===== src/rtl/axi_burst_master_if.sv =====
// AXI4 master-side bus bundle for axi_burst_master: AW, W, B, AR and R channels.
// The master modport faces the fabric; the slave modport is for responders and models.
interface axi_burst_master_if #(
  parameter int DATA_WIDTH = 32,
  parameter int ADDR_WIDTH = 16,
  parameter int ID_WIDTH   = 8
);
  localparam int STRB_WIDTH = DATA_WIDTH / 8;

  logic [ID_WIDTH-1:0]   awid;
  logic [ADDR_WIDTH-1:0] awaddr;
  logic [7:0]            awlen;
  logic [2:0]            awsize;
  logic [1:0]            awburst;
  logic                  awlock;
  logic [3:0]            awcache;
  logic [2:0]            awprot;
  logic                  awvalid;
  logic                  awready;

  logic [DATA_WIDTH-1:0] wdata;
  logic [STRB_WIDTH-1:0] wstrb;
  logic                  wlast;
  logic                  wvalid;
  logic                  wready;

  logic [ID_WIDTH-1:0]   bid;
  logic [1:0]            bresp;
  logic                  bvalid;
  logic                  bready;

  logic [ID_WIDTH-1:0]   arid;
  logic [ADDR_WIDTH-1:0] araddr;
  logic [7:0]            arlen;
  logic [2:0]            arsize;
  logic [1:0]            arburst;
  logic                  arlock;
  logic [3:0]            arcache;
  logic [2:0]            arprot;
  logic                  arvalid;
  logic                  arready;

  logic [ID_WIDTH-1:0]   rid;
  logic [DATA_WIDTH-1:0] rdata;
  logic [1:0]            rresp;
  logic                  rlast;
  logic                  rvalid;
  logic                  rready;

  modport master (
    output awid, awaddr, awlen, awsize, awburst, awlock, awcache, awprot, awvalid,
    input  awready,
    output wdata, wstrb, wlast, wvalid,
    input  wready,
    input  bid, bresp, bvalid,
    output bready,
    output arid, araddr, arlen, arsize, arburst, arlock, arcache, arprot, arvalid,
    input  arready,
    input  rid, rdata, rresp, rlast, rvalid,
    output rready
  );

  modport slave (
    input  awid, awaddr, awlen, awsize, awburst, awlock, awcache, awprot, awvalid,
    output awready,
    input  wdata, wstrb, wlast, wvalid,
    output wready,
    output bid, bresp, bvalid,
    input  bready,
    input  arid, araddr, arlen, arsize, arburst, arlock, arcache, arprot, arvalid,
    output arready,
    output rid, rdata, rresp, rlast, rvalid,
    input  rready
  );
endinterface


===== src/rtl/axi_burst_master.sv =====
// Single-outstanding AXI4 INCR burst initiator: one local command becomes one burst,
// write data and read data stream straight through, done pulses with the merged response.
module axi_burst_master #(
  parameter int DATA_WIDTH = 32,
  parameter int ADDR_WIDTH = 16,
  parameter int STRB_WIDTH = DATA_WIDTH / 8,
  parameter int ID_WIDTH   = 8,
  parameter int AXI_ID     = 0
) (
  input  logic                  clk,
  input  logic                  rst_n,
  input  logic                  cmd_valid,
  output logic                  cmd_ready,
  input  logic                  cmd_write,
  input  logic [ADDR_WIDTH-1:0] cmd_addr,
  input  logic [7:0]            cmd_len,
  input  logic [DATA_WIDTH-1:0] wr_data,
  input  logic                  wr_valid,
  output logic                  wr_ready,
  output logic [DATA_WIDTH-1:0] rd_data,
  output logic                  rd_last,
  output logic                  rd_valid,
  input  logic                  rd_ready,
  output logic                  done,
  output logic [1:0]            done_resp,
  axi_burst_master_if.master    m_axi
);

  localparam int                    SIZE       = $clog2(STRB_WIDTH);
  localparam logic [ADDR_WIDTH-1:0] ALIGN_MASK = ~ADDR_WIDTH'(STRB_WIDTH - 1);
  localparam logic [1:0]            SLVERR     = 2'b10;

  localparam logic [2:0] S_IDLE = 3'd0;
  localparam logic [2:0] S_AW   = 3'd1;
  localparam logic [2:0] S_W    = 3'd2;
  localparam logic [2:0] S_B    = 3'd3;
  localparam logic [2:0] S_AR   = 3'd4;
  localparam logic [2:0] S_R    = 3'd5;
  localparam logic [2:0] S_DONE = 3'd6;

  logic [2:0]            state;
  logic [2:0]            state_nxt;
  logic [ADDR_WIDTH-1:0] addr_q;
  logic [7:0]            len_q;
  logic [7:0]            beat_cnt;
  logic [1:0]            resp_q;
  logic                  len_err_q;

  logic cmd_fire;
  logic aw_fire;
  logic w_fire;
  logic b_fire;
  logic ar_fire;
  logic r_fire;
  logic last_beat;

  assign cmd_fire  = cmd_valid & cmd_ready;
  assign aw_fire   = (state == S_AW) & m_axi.awready;
  assign w_fire    = (state == S_W) & wr_valid & m_axi.wready;
  assign b_fire    = (state == S_B) & m_axi.bvalid;
  assign ar_fire   = (state == S_AR) & m_axi.arready;
  assign r_fire    = (state == S_R) & m_axi.rvalid & rd_ready;
  assign last_beat = (beat_cnt == len_q);

  // NOTE: state_nxt gets a default before the case so no path leaves it unassigned (no latch).
  always_comb begin
    state_nxt = state;
    case (state)
      S_IDLE: if (cmd_fire) state_nxt = cmd_write ? S_AW : S_AR;
      S_AW:   if (aw_fire) state_nxt = S_W;
      S_W:    if (w_fire && last_beat) state_nxt = S_B;
      S_B:    if (b_fire) state_nxt = S_DONE;
      S_AR:   if (ar_fire) state_nxt = S_R;
      S_R:    if (r_fire && m_axi.rlast) state_nxt = S_DONE;
      S_DONE: state_nxt = S_IDLE;
      default: state_nxt = S_IDLE;
    endcase
  end

  // NOTE: every register here uses <= so all of them update from the same pre-edge values.
  always_ff @(posedge clk or negedge rst_n) begin
    if (!rst_n) begin
      state     <= S_IDLE;
      cmd_ready <= 1'b0;
      addr_q    <= '0;
      len_q     <= '0;
      beat_cnt  <= '0;
      resp_q    <= '0;
      len_err_q <= 1'b0;
    end else begin
      state <= state_nxt;
      // Registered so it stays low through reset and rises on the first clock after it.
      cmd_ready <= (state_nxt == S_IDLE);

      if (cmd_fire) begin
        addr_q    <= cmd_addr & ALIGN_MASK;
        len_q     <= cmd_len;
        beat_cnt  <= '0;
        resp_q    <= '0;
        len_err_q <= 1'b0;
      end

      if (w_fire) beat_cnt <= last_beat ? '0 : beat_cnt + 8'd1;

      if (b_fire) resp_q <= m_axi.bresp;

      if (r_fire) begin
        beat_cnt <= beat_cnt + 8'd1;
        if (m_axi.rresp > resp_q) resp_q <= m_axi.rresp;
        // Slave's burst length disagreeing with ours poisons the whole response.
        if (m_axi.rlast != last_beat) len_err_q <= 1'b1;
      end
    end
  end

  assign done      = (state == S_DONE);
  assign done_resp = !done ? 2'b00 : (len_err_q ? SLVERR : resp_q);

  assign m_axi.awid    = ID_WIDTH'(AXI_ID);
  assign m_axi.awaddr  = addr_q;
  assign m_axi.awlen   = len_q;
  assign m_axi.awsize  = 3'(SIZE);
  assign m_axi.awburst = 2'b01;
  assign m_axi.awlock  = 1'b0;
  assign m_axi.awcache = 4'b0011;
  assign m_axi.awprot  = 3'b000;
  assign m_axi.awvalid = (state == S_AW);

  assign m_axi.wdata  = wr_data;
  assign m_axi.wstrb  = '1;
  assign m_axi.wlast  = (state == S_W) & last_beat;
  assign m_axi.wvalid = (state == S_W) & wr_valid;
  assign wr_ready     = (state == S_W) & m_axi.wready;

  assign m_axi.bready = (state == S_B);

  assign m_axi.arid    = ID_WIDTH'(AXI_ID);
  assign m_axi.araddr  = addr_q;
  assign m_axi.arlen   = len_q;
  assign m_axi.arsize  = 3'(SIZE);
  assign m_axi.arburst = 2'b01;
  assign m_axi.arlock  = 1'b0;
  assign m_axi.arcache = 4'b0011;
  assign m_axi.arprot  = 3'b000;
  assign m_axi.arvalid = (state == S_AR);

  assign m_axi.rready = (state == S_R) & rd_ready;
  assign rd_valid     = (state == S_R) & m_axi.rvalid;
  assign rd_data      = m_axi.rdata;
  assign rd_last      = (state == S_R) & m_axi.rlast;

  // Response IDs are not checked: only one transaction is ever outstanding.
  logic unused_ids;
  assign unused_ids = ^{m_axi.bid, m_axi.rid};

endmodule


===== src/flat_wrapper.sv =====
// flat-port wrapper written by rule: the top's interface ports become plain ports
module axi_burst_master_flat 
#(
  parameter int DATA_WIDTH = 32,
  parameter int ADDR_WIDTH = 16,
  parameter int STRB_WIDTH = DATA_WIDTH / 8,
  parameter int ID_WIDTH   = 8,
  parameter int AXI_ID     = 0
)
  (clk, rst_n, cmd_valid, cmd_ready, cmd_write, cmd_addr, cmd_len, wr_data, wr_valid, wr_ready, rd_data, rd_last, rd_valid, rd_ready, done, done_resp, m_axi_awid, m_axi_awaddr, m_axi_awlen, m_axi_awsize, m_axi_awburst, m_axi_awlock, m_axi_awcache, m_axi_awprot, m_axi_awvalid, m_axi_awready, m_axi_wdata, m_axi_wstrb, m_axi_wlast, m_axi_wvalid, m_axi_wready, m_axi_bid, m_axi_bresp, m_axi_bvalid, m_axi_bready, m_axi_arid, m_axi_araddr, m_axi_arlen, m_axi_arsize, m_axi_arburst, m_axi_arlock, m_axi_arcache, m_axi_arprot, m_axi_arvalid, m_axi_arready, m_axi_rid, m_axi_rdata, m_axi_rresp, m_axi_rlast, m_axi_rvalid, m_axi_rready);
  axi_burst_master_if #(.DATA_WIDTH(DATA_WIDTH), .ADDR_WIDTH(ADDR_WIDTH), .ID_WIDTH(ID_WIDTH)) m_axi_i ();
  input  logic clk;
  input  logic rst_n;
  input  logic cmd_valid;
  output logic cmd_ready;
  input  logic cmd_write;
  input  logic [ADDR_WIDTH-1:0] cmd_addr;
  input  logic [7:0] cmd_len;
  input  logic [DATA_WIDTH-1:0] wr_data;
  input  logic wr_valid;
  output logic wr_ready;
  output logic [DATA_WIDTH-1:0] rd_data;
  output logic rd_last;
  output logic rd_valid;
  input  logic rd_ready;
  output logic done;
  output logic [1:0] done_resp;
  output wire logic [$bits(m_axi_i.awid)-1:0] m_axi_awid;
  output wire logic [$bits(m_axi_i.awaddr)-1:0] m_axi_awaddr;
  output wire logic [$bits(m_axi_i.awlen)-1:0] m_axi_awlen;
  output wire logic [$bits(m_axi_i.awsize)-1:0] m_axi_awsize;
  output wire logic [$bits(m_axi_i.awburst)-1:0] m_axi_awburst;
  output wire logic [$bits(m_axi_i.awlock)-1:0] m_axi_awlock;
  output wire logic [$bits(m_axi_i.awcache)-1:0] m_axi_awcache;
  output wire logic [$bits(m_axi_i.awprot)-1:0] m_axi_awprot;
  output wire logic [$bits(m_axi_i.awvalid)-1:0] m_axi_awvalid;
  input wire logic [$bits(m_axi_i.awready)-1:0] m_axi_awready;
  output wire logic [$bits(m_axi_i.wdata)-1:0] m_axi_wdata;
  output wire logic [$bits(m_axi_i.wstrb)-1:0] m_axi_wstrb;
  output wire logic [$bits(m_axi_i.wlast)-1:0] m_axi_wlast;
  output wire logic [$bits(m_axi_i.wvalid)-1:0] m_axi_wvalid;
  input wire logic [$bits(m_axi_i.wready)-1:0] m_axi_wready;
  input wire logic [$bits(m_axi_i.bid)-1:0] m_axi_bid;
  input wire logic [$bits(m_axi_i.bresp)-1:0] m_axi_bresp;
  input wire logic [$bits(m_axi_i.bvalid)-1:0] m_axi_bvalid;
  output wire logic [$bits(m_axi_i.bready)-1:0] m_axi_bready;
  output wire logic [$bits(m_axi_i.arid)-1:0] m_axi_arid;
  output wire logic [$bits(m_axi_i.araddr)-1:0] m_axi_araddr;
  output wire logic [$bits(m_axi_i.arlen)-1:0] m_axi_arlen;
  output wire logic [$bits(m_axi_i.arsize)-1:0] m_axi_arsize;
  output wire logic [$bits(m_axi_i.arburst)-1:0] m_axi_arburst;
  output wire logic [$bits(m_axi_i.arlock)-1:0] m_axi_arlock;
  output wire logic [$bits(m_axi_i.arcache)-1:0] m_axi_arcache;
  output wire logic [$bits(m_axi_i.arprot)-1:0] m_axi_arprot;
  output wire logic [$bits(m_axi_i.arvalid)-1:0] m_axi_arvalid;
  input wire logic [$bits(m_axi_i.arready)-1:0] m_axi_arready;
  input wire logic [$bits(m_axi_i.rid)-1:0] m_axi_rid;
  input wire logic [$bits(m_axi_i.rdata)-1:0] m_axi_rdata;
  input wire logic [$bits(m_axi_i.rresp)-1:0] m_axi_rresp;
  input wire logic [$bits(m_axi_i.rlast)-1:0] m_axi_rlast;
  input wire logic [$bits(m_axi_i.rvalid)-1:0] m_axi_rvalid;
  output wire logic [$bits(m_axi_i.rready)-1:0] m_axi_rready;
  assign m_axi_awid = m_axi_i.awid;
  assign m_axi_awaddr = m_axi_i.awaddr;
  assign m_axi_awlen = m_axi_i.awlen;
  assign m_axi_awsize = m_axi_i.awsize;
  assign m_axi_awburst = m_axi_i.awburst;
  assign m_axi_awlock = m_axi_i.awlock;
  assign m_axi_awcache = m_axi_i.awcache;
  assign m_axi_awprot = m_axi_i.awprot;
  assign m_axi_awvalid = m_axi_i.awvalid;
  assign m_axi_i.awready = m_axi_awready;
  assign m_axi_wdata = m_axi_i.wdata;
  assign m_axi_wstrb = m_axi_i.wstrb;
  assign m_axi_wlast = m_axi_i.wlast;
  assign m_axi_wvalid = m_axi_i.wvalid;
  assign m_axi_i.wready = m_axi_wready;
  assign m_axi_i.bid = m_axi_bid;
  assign m_axi_i.bresp = m_axi_bresp;
  assign m_axi_i.bvalid = m_axi_bvalid;
  assign m_axi_bready = m_axi_i.bready;
  assign m_axi_arid = m_axi_i.arid;
  assign m_axi_araddr = m_axi_i.araddr;
  assign m_axi_arlen = m_axi_i.arlen;
  assign m_axi_arsize = m_axi_i.arsize;
  assign m_axi_arburst = m_axi_i.arburst;
  assign m_axi_arlock = m_axi_i.arlock;
  assign m_axi_arcache = m_axi_i.arcache;
  assign m_axi_arprot = m_axi_i.arprot;
  assign m_axi_arvalid = m_axi_i.arvalid;
  assign m_axi_i.arready = m_axi_arready;
  assign m_axi_i.rid = m_axi_rid;
  assign m_axi_i.rdata = m_axi_rdata;
  assign m_axi_i.rresp = m_axi_rresp;
  assign m_axi_i.rlast = m_axi_rlast;
  assign m_axi_i.rvalid = m_axi_rvalid;
  assign m_axi_rready = m_axi_i.rready;
  axi_burst_master #(.DATA_WIDTH(DATA_WIDTH), .ADDR_WIDTH(ADDR_WIDTH), .STRB_WIDTH(STRB_WIDTH), .ID_WIDTH(ID_WIDTH), .AXI_ID(AXI_ID)) u_core (.clk(clk), .rst_n(rst_n), .cmd_valid(cmd_valid), .cmd_ready(cmd_ready), .cmd_write(cmd_write), .cmd_addr(cmd_addr), .cmd_len(cmd_len), .wr_data(wr_data), .wr_valid(wr_valid), .wr_ready(wr_ready), .rd_data(rd_data), .rd_last(rd_last), .rd_valid(rd_valid), .rd_ready(rd_ready), .done(done), .done_resp(done_resp), .m_axi(m_axi_i));
endmodule

===== config.mk =====
export PLATFORM = sky130hd
export DESIGN_NAME = axi_burst_master_flat
export DESIGN_NICKNAME = d
export VERILOG_FILES = /design/src/rtl/axi_burst_master_if.sv /design/src/rtl/axi_burst_master.sv /design/src/flat_wrapper.sv
export SDC_FILE = /design/constraint.sdc
export NUM_CORES = 1
export LEC_CHECK = 0
export CAP_MARGIN = 20
export CORE_AREA = 4 4 110 112
export CTS_BUF_LIST = sky130_fd_sc_hd__clkbuf_4 sky130_fd_sc_hd__clkbuf_8 sky130_fd_sc_hd__clkbuf_16
export CTS_CLUSTER_SIZE = 12
export DETAILED_ROUTE_END_ITERATION = 6
export DIE_AREA = 0 0 114 116
export DONT_BUFFER_PORTS = 1
export GPL_ROUTABILITY_DRIVEN = 0
export PLACE_DENSITY = 0.47
export SETUP_SLACK_MARGIN = 0.2
export SLEW_MARGIN = 30
export SYNTH_ARGS = -nofsm -noshare
export SYNTH_HDL_FRONTEND = slang
export SYNTH_SLANG_ARGS = --single-unit

===== constraint.sdc =====
create_clock -name clk -period 3.84 [get_ports clk]
set_input_delay 0.384 -clock clk [delete_from_list [all_inputs] [get_ports clk]]
set_output_delay 0.384 -clock clk [all_outputs]
set_load 0.05 [all_outputs]

==> impl_metrics.py <==
metrics = {
    "routing": {
        "vias_per_cell": 3.98,
        "drtIter0Drc": 53,
        "route.vias.total": 1473,
        "wl_mm": 5.57,
        "drc_errors": 0,
        "first_pass_iters": 4,
        "avgRoutedWirePerCell_um": 15.1,
        "ant_nets": 0,
    },
    "power": {
        "power_uw": 2760,
        "swShare_pct": 58.6,
        "internal-power_uw": 1140,
        "clock_power_share_pct": 17.3,
        "ir_worst_vdd_mv": 0.596,
        "switching_power_uw": 1620,
        "p_seq_share_pct": 46.1,
        "combPwrFrac_pct": 36.7,
        "power.static_leakage_uw": 0.00114,
        "power_density_nw_per_um2": 1110,
    },
    "logic_synthesis": {
        "syn_area_per_cell_sq_um": 9.67,
        "syn_inst": 302,
        "synth_edf_count": 0,
        "async_flop_share_pct": 100,
        "ys.warnings.count": 0,
        "yosysSeqAreaShare_pct": 31.7,
        "netlist_top_cells_count": "136 x buf_4, 37 x dfrtp_1, 24 x mux2_2",
        "yosysTopAreaCellShare_pct": 34.9,
        "yosys.cell_count.top_type": "buf_4",
        "synth.largest_area_cell": "buf_4",
        "yosysUniqueCellTypes": 38,
        "syn_area_sq_um": 2920,
        "yosys-top-cells-area": "buf_4 35%, dfrtp_1 32%, mux2_2 9.3%",
        "ys.flop_type": "dfrtp_1",
        "synth_seq_cells": 37,
    },
    "global_route": {
        "grt_usage_pct": 7.94,
        "overflow": 0,
        "grt_max_degree": 38,
        "first_global_vias": 1470,
        "grt_antenna_before_repair": 0,
        "grt_pass1_wl_mm": 8.17,
    },
    "critical_path": {
        "critPathTopFamily": "simple AND/OR/NAND/NOR gates",
        "critPathCaptureType": "output pin",
        "crit_top_cell": "buf_4",
        "critical_path.cell_chain": "buf_4 > xor2_1 > nor4_1 > nand2_1 > nor2_1 > buf_4",
        "start_kind": "flip-flop",
        "cp.arrival_ns": 2.09,
        "critical_path_class": "flip-flop to output pin",
        "worst-path-max-fanout": 5,
        "crit_required_ns": 3.46,
        "critical_path.max_stage_delay_ns": 0.38,
        "worst_path_max_delay_cell": "nor4_1",
        "crit_buf_inv": 2,
    },
    "clock_tree": {
        "ctsLongestPathBuffers": 2,
        "clock_sinks": 37,
        "cts_tree": "built",
        "cts-root-buf": "clkbuf_16",
        "cts_setup_buffers": 0,
        "clkTransAtPathRegs_ns": 0.06,
        "cts_max_level": 2,
        "cts_buffers": 5,
        "cts_resized": 0,
        "clock_latency_ns": 0.28,
    },
    "layout": {
        "area_growth_syn_to_layout_pct": -14.5,
        "final_cell_area_sq_um": 2500,
        "post-route-util_pct": 22.3,
        "n_antenna_cell": 0,
        "nets": 349,
        "final_layout_size_suffix_gt1_share_pct": 22.5,
    },
    "sta": {
        "fmax_ghz": 0.405,
        "worst_slew_pin_slew_ns": 0.941,
        "slew-limit-headroom_pct": 37.3,
        "fin_crit_sh_pct": 64.3,
        "worst_slack_ns": 1.37,
        "setup_viol": 0,
        "min_period_ns": 2.47,
        "hold_viol": 0,
        "rsz0062_at_grt": "no",
        "finClkSkew_ns": 0.00742,
        "slew_viol_final": 0,
        "finalSetupTns_ns": 0,
    },
    "floorplan": {
        "die_x_um": 114,
        "ios": 291,
        "coreArea_sq_um": 11200,
        "die-area_sq_um": 13200,
        "num_rows": 39,
        "die_h_um": 116,
        "initial_utilization_pct": 26.0,
    },
    "placement": {
        "pre_cts_slack_ns": 1.62,
        "placed_area_sq_um": 2290,
        "portBuffers": 0,
        "dp_hpwl_mm": 4.51,
    },
    "job": {
        "max_cap_viol_count": 0,
    },
    "worst_hold_path": {
        "min_path_type": "primary input to flip-flop",
    },
    "run_status": {
        "outcome": "complete, no violations",
    },
}
worst paths after layout:
path | slack (ns) | startpoint | depth (start not counted) | end
min in group asynchronous | 0.56 | rst_n | 2 | u_core.m_axi.araddr[12]
hold / removal | 0.25 | cmd_len[3] | 1 | u_core.m_axi.arlen[3]
setup reg to reg | 1.77 | u_core.m_axi.arlen[5] | 6 | u_core.beat_cnt[7]
max in group asynchronous | 3.09 | rst_n | 2 | u_core.resp_q[1]
hold reg to reg | 0.57 | u_core.beat_cnt[7] | 2 | u_core.beat_cnt[7]
setup / recovery | 1.37 | u_core.m_axi.arlen[5] | 6 | m_axi_wlast
through the flow:
step / cells / hold slack (ns)
after floorplan: 350 / 0.0884
after global placement: 360 / 0.0895
after detailed placement: 360 / 0.0894
after CTS: 370 / 0.248
after global routing: 370 / 0.240
final: 370 / 0.252
layer usage:
metal,wire length [um],track usage [%],up-vias
met3,776,4.02,30
met2,2700,12.6,132
li1,-,-,649
met1,1870,8.23,662
met5,0,0,-
met4,229,5.30,0
flip-flops by register name (all words and copies together), names as in the netlist:
signal               flops
u_core.beat_cnt          8
u_core.cmd_ready         1
u_core.len_err_q         1
u_core.m_axi.araddr     14
u_core.m_axi.arlen       8
u_core.resp_q            2
u_core.state             3
power by group through the flow:
stage               combinational (uW)  clock (uW)  sequential, uW
CTS                               1030         487            1280
finish                            1010         478            1270
floorplan                         1400           0            1120
detailed placement                1020           0            1280
global route                      1080         510            1310
global placement                  1000           0            1280
placed cells by master, fill, tap and decap left out, types with 2 or more instances in the layout:
| cell type | Yosys | final |
|---|---|---|
| mux2_2 | 24 | 24 |
| xor2_1 | 14 | 14 |
| nor4_1 | 2 | 2 |
| conb_1 | 2 | 50 |
| nor3b_2 | 1 | 3 |
| inv_1 | 7 | 7 |
| clkbuf_16 | 0 | 5 |
| buf_4 | 136 | 10 |
| and2_1 | 7 | 7 |
| ha_1 | 3 | 3 |
| o2111ai_1 | 4 | 4 |
| nand3_1 | 6 | 6 |
| and3_1 | 2 | 2 |
| dfrtp_1 | 37 | 37 |
| nand2_1 | 7 | 7 |
| nor2_1 | 12 | 12 |
| a21oi_1 | 5 | 5 |
| o21ai_0 | 7 | 7 |
area by class of cell:
class / count / area, sq um
clock inverters: 2 / 37.5
well taps: 143 / 179
flip-flops and latches: 37 / 926
clock buffers: 6 / 139
fillers: 1240 / 8720
inverters: 7 / 26.3
multi-input cells: 163 / 1090
repair buffers: 12 / 105
cell families (layout without fill, tap and decap cells):
logic type	Yosys count	in the layout	share of synthesized area (%)
other	2	50	0.257
DFF	37	37	31.7
and+or+nand+nor	45	45	8.61
adders and majority gates	3	3	1.28
xor gates and xnor gates	15	15	4.50
AOI/OAI and AO/OA	25	25	6.42
buffers and inverters	150	27	37.6
muxes	25	25	9.59
worst reg2reg max path: cells and delay by family (launching register included):
kind            cells  cell delay, ns
flops               1            0.35
simple gates        3            0.76
buf+inv             1            0.23
xor+xnor            1            0.19
compound gates      1            0.41
repair_timing:
item,4_1_cts,5_1_grt
hold buffers,2,0
endpoints found under the setup margin,0,0
endpoints found under the hold margin,37,0
Power figures use the tool's default switching activity.
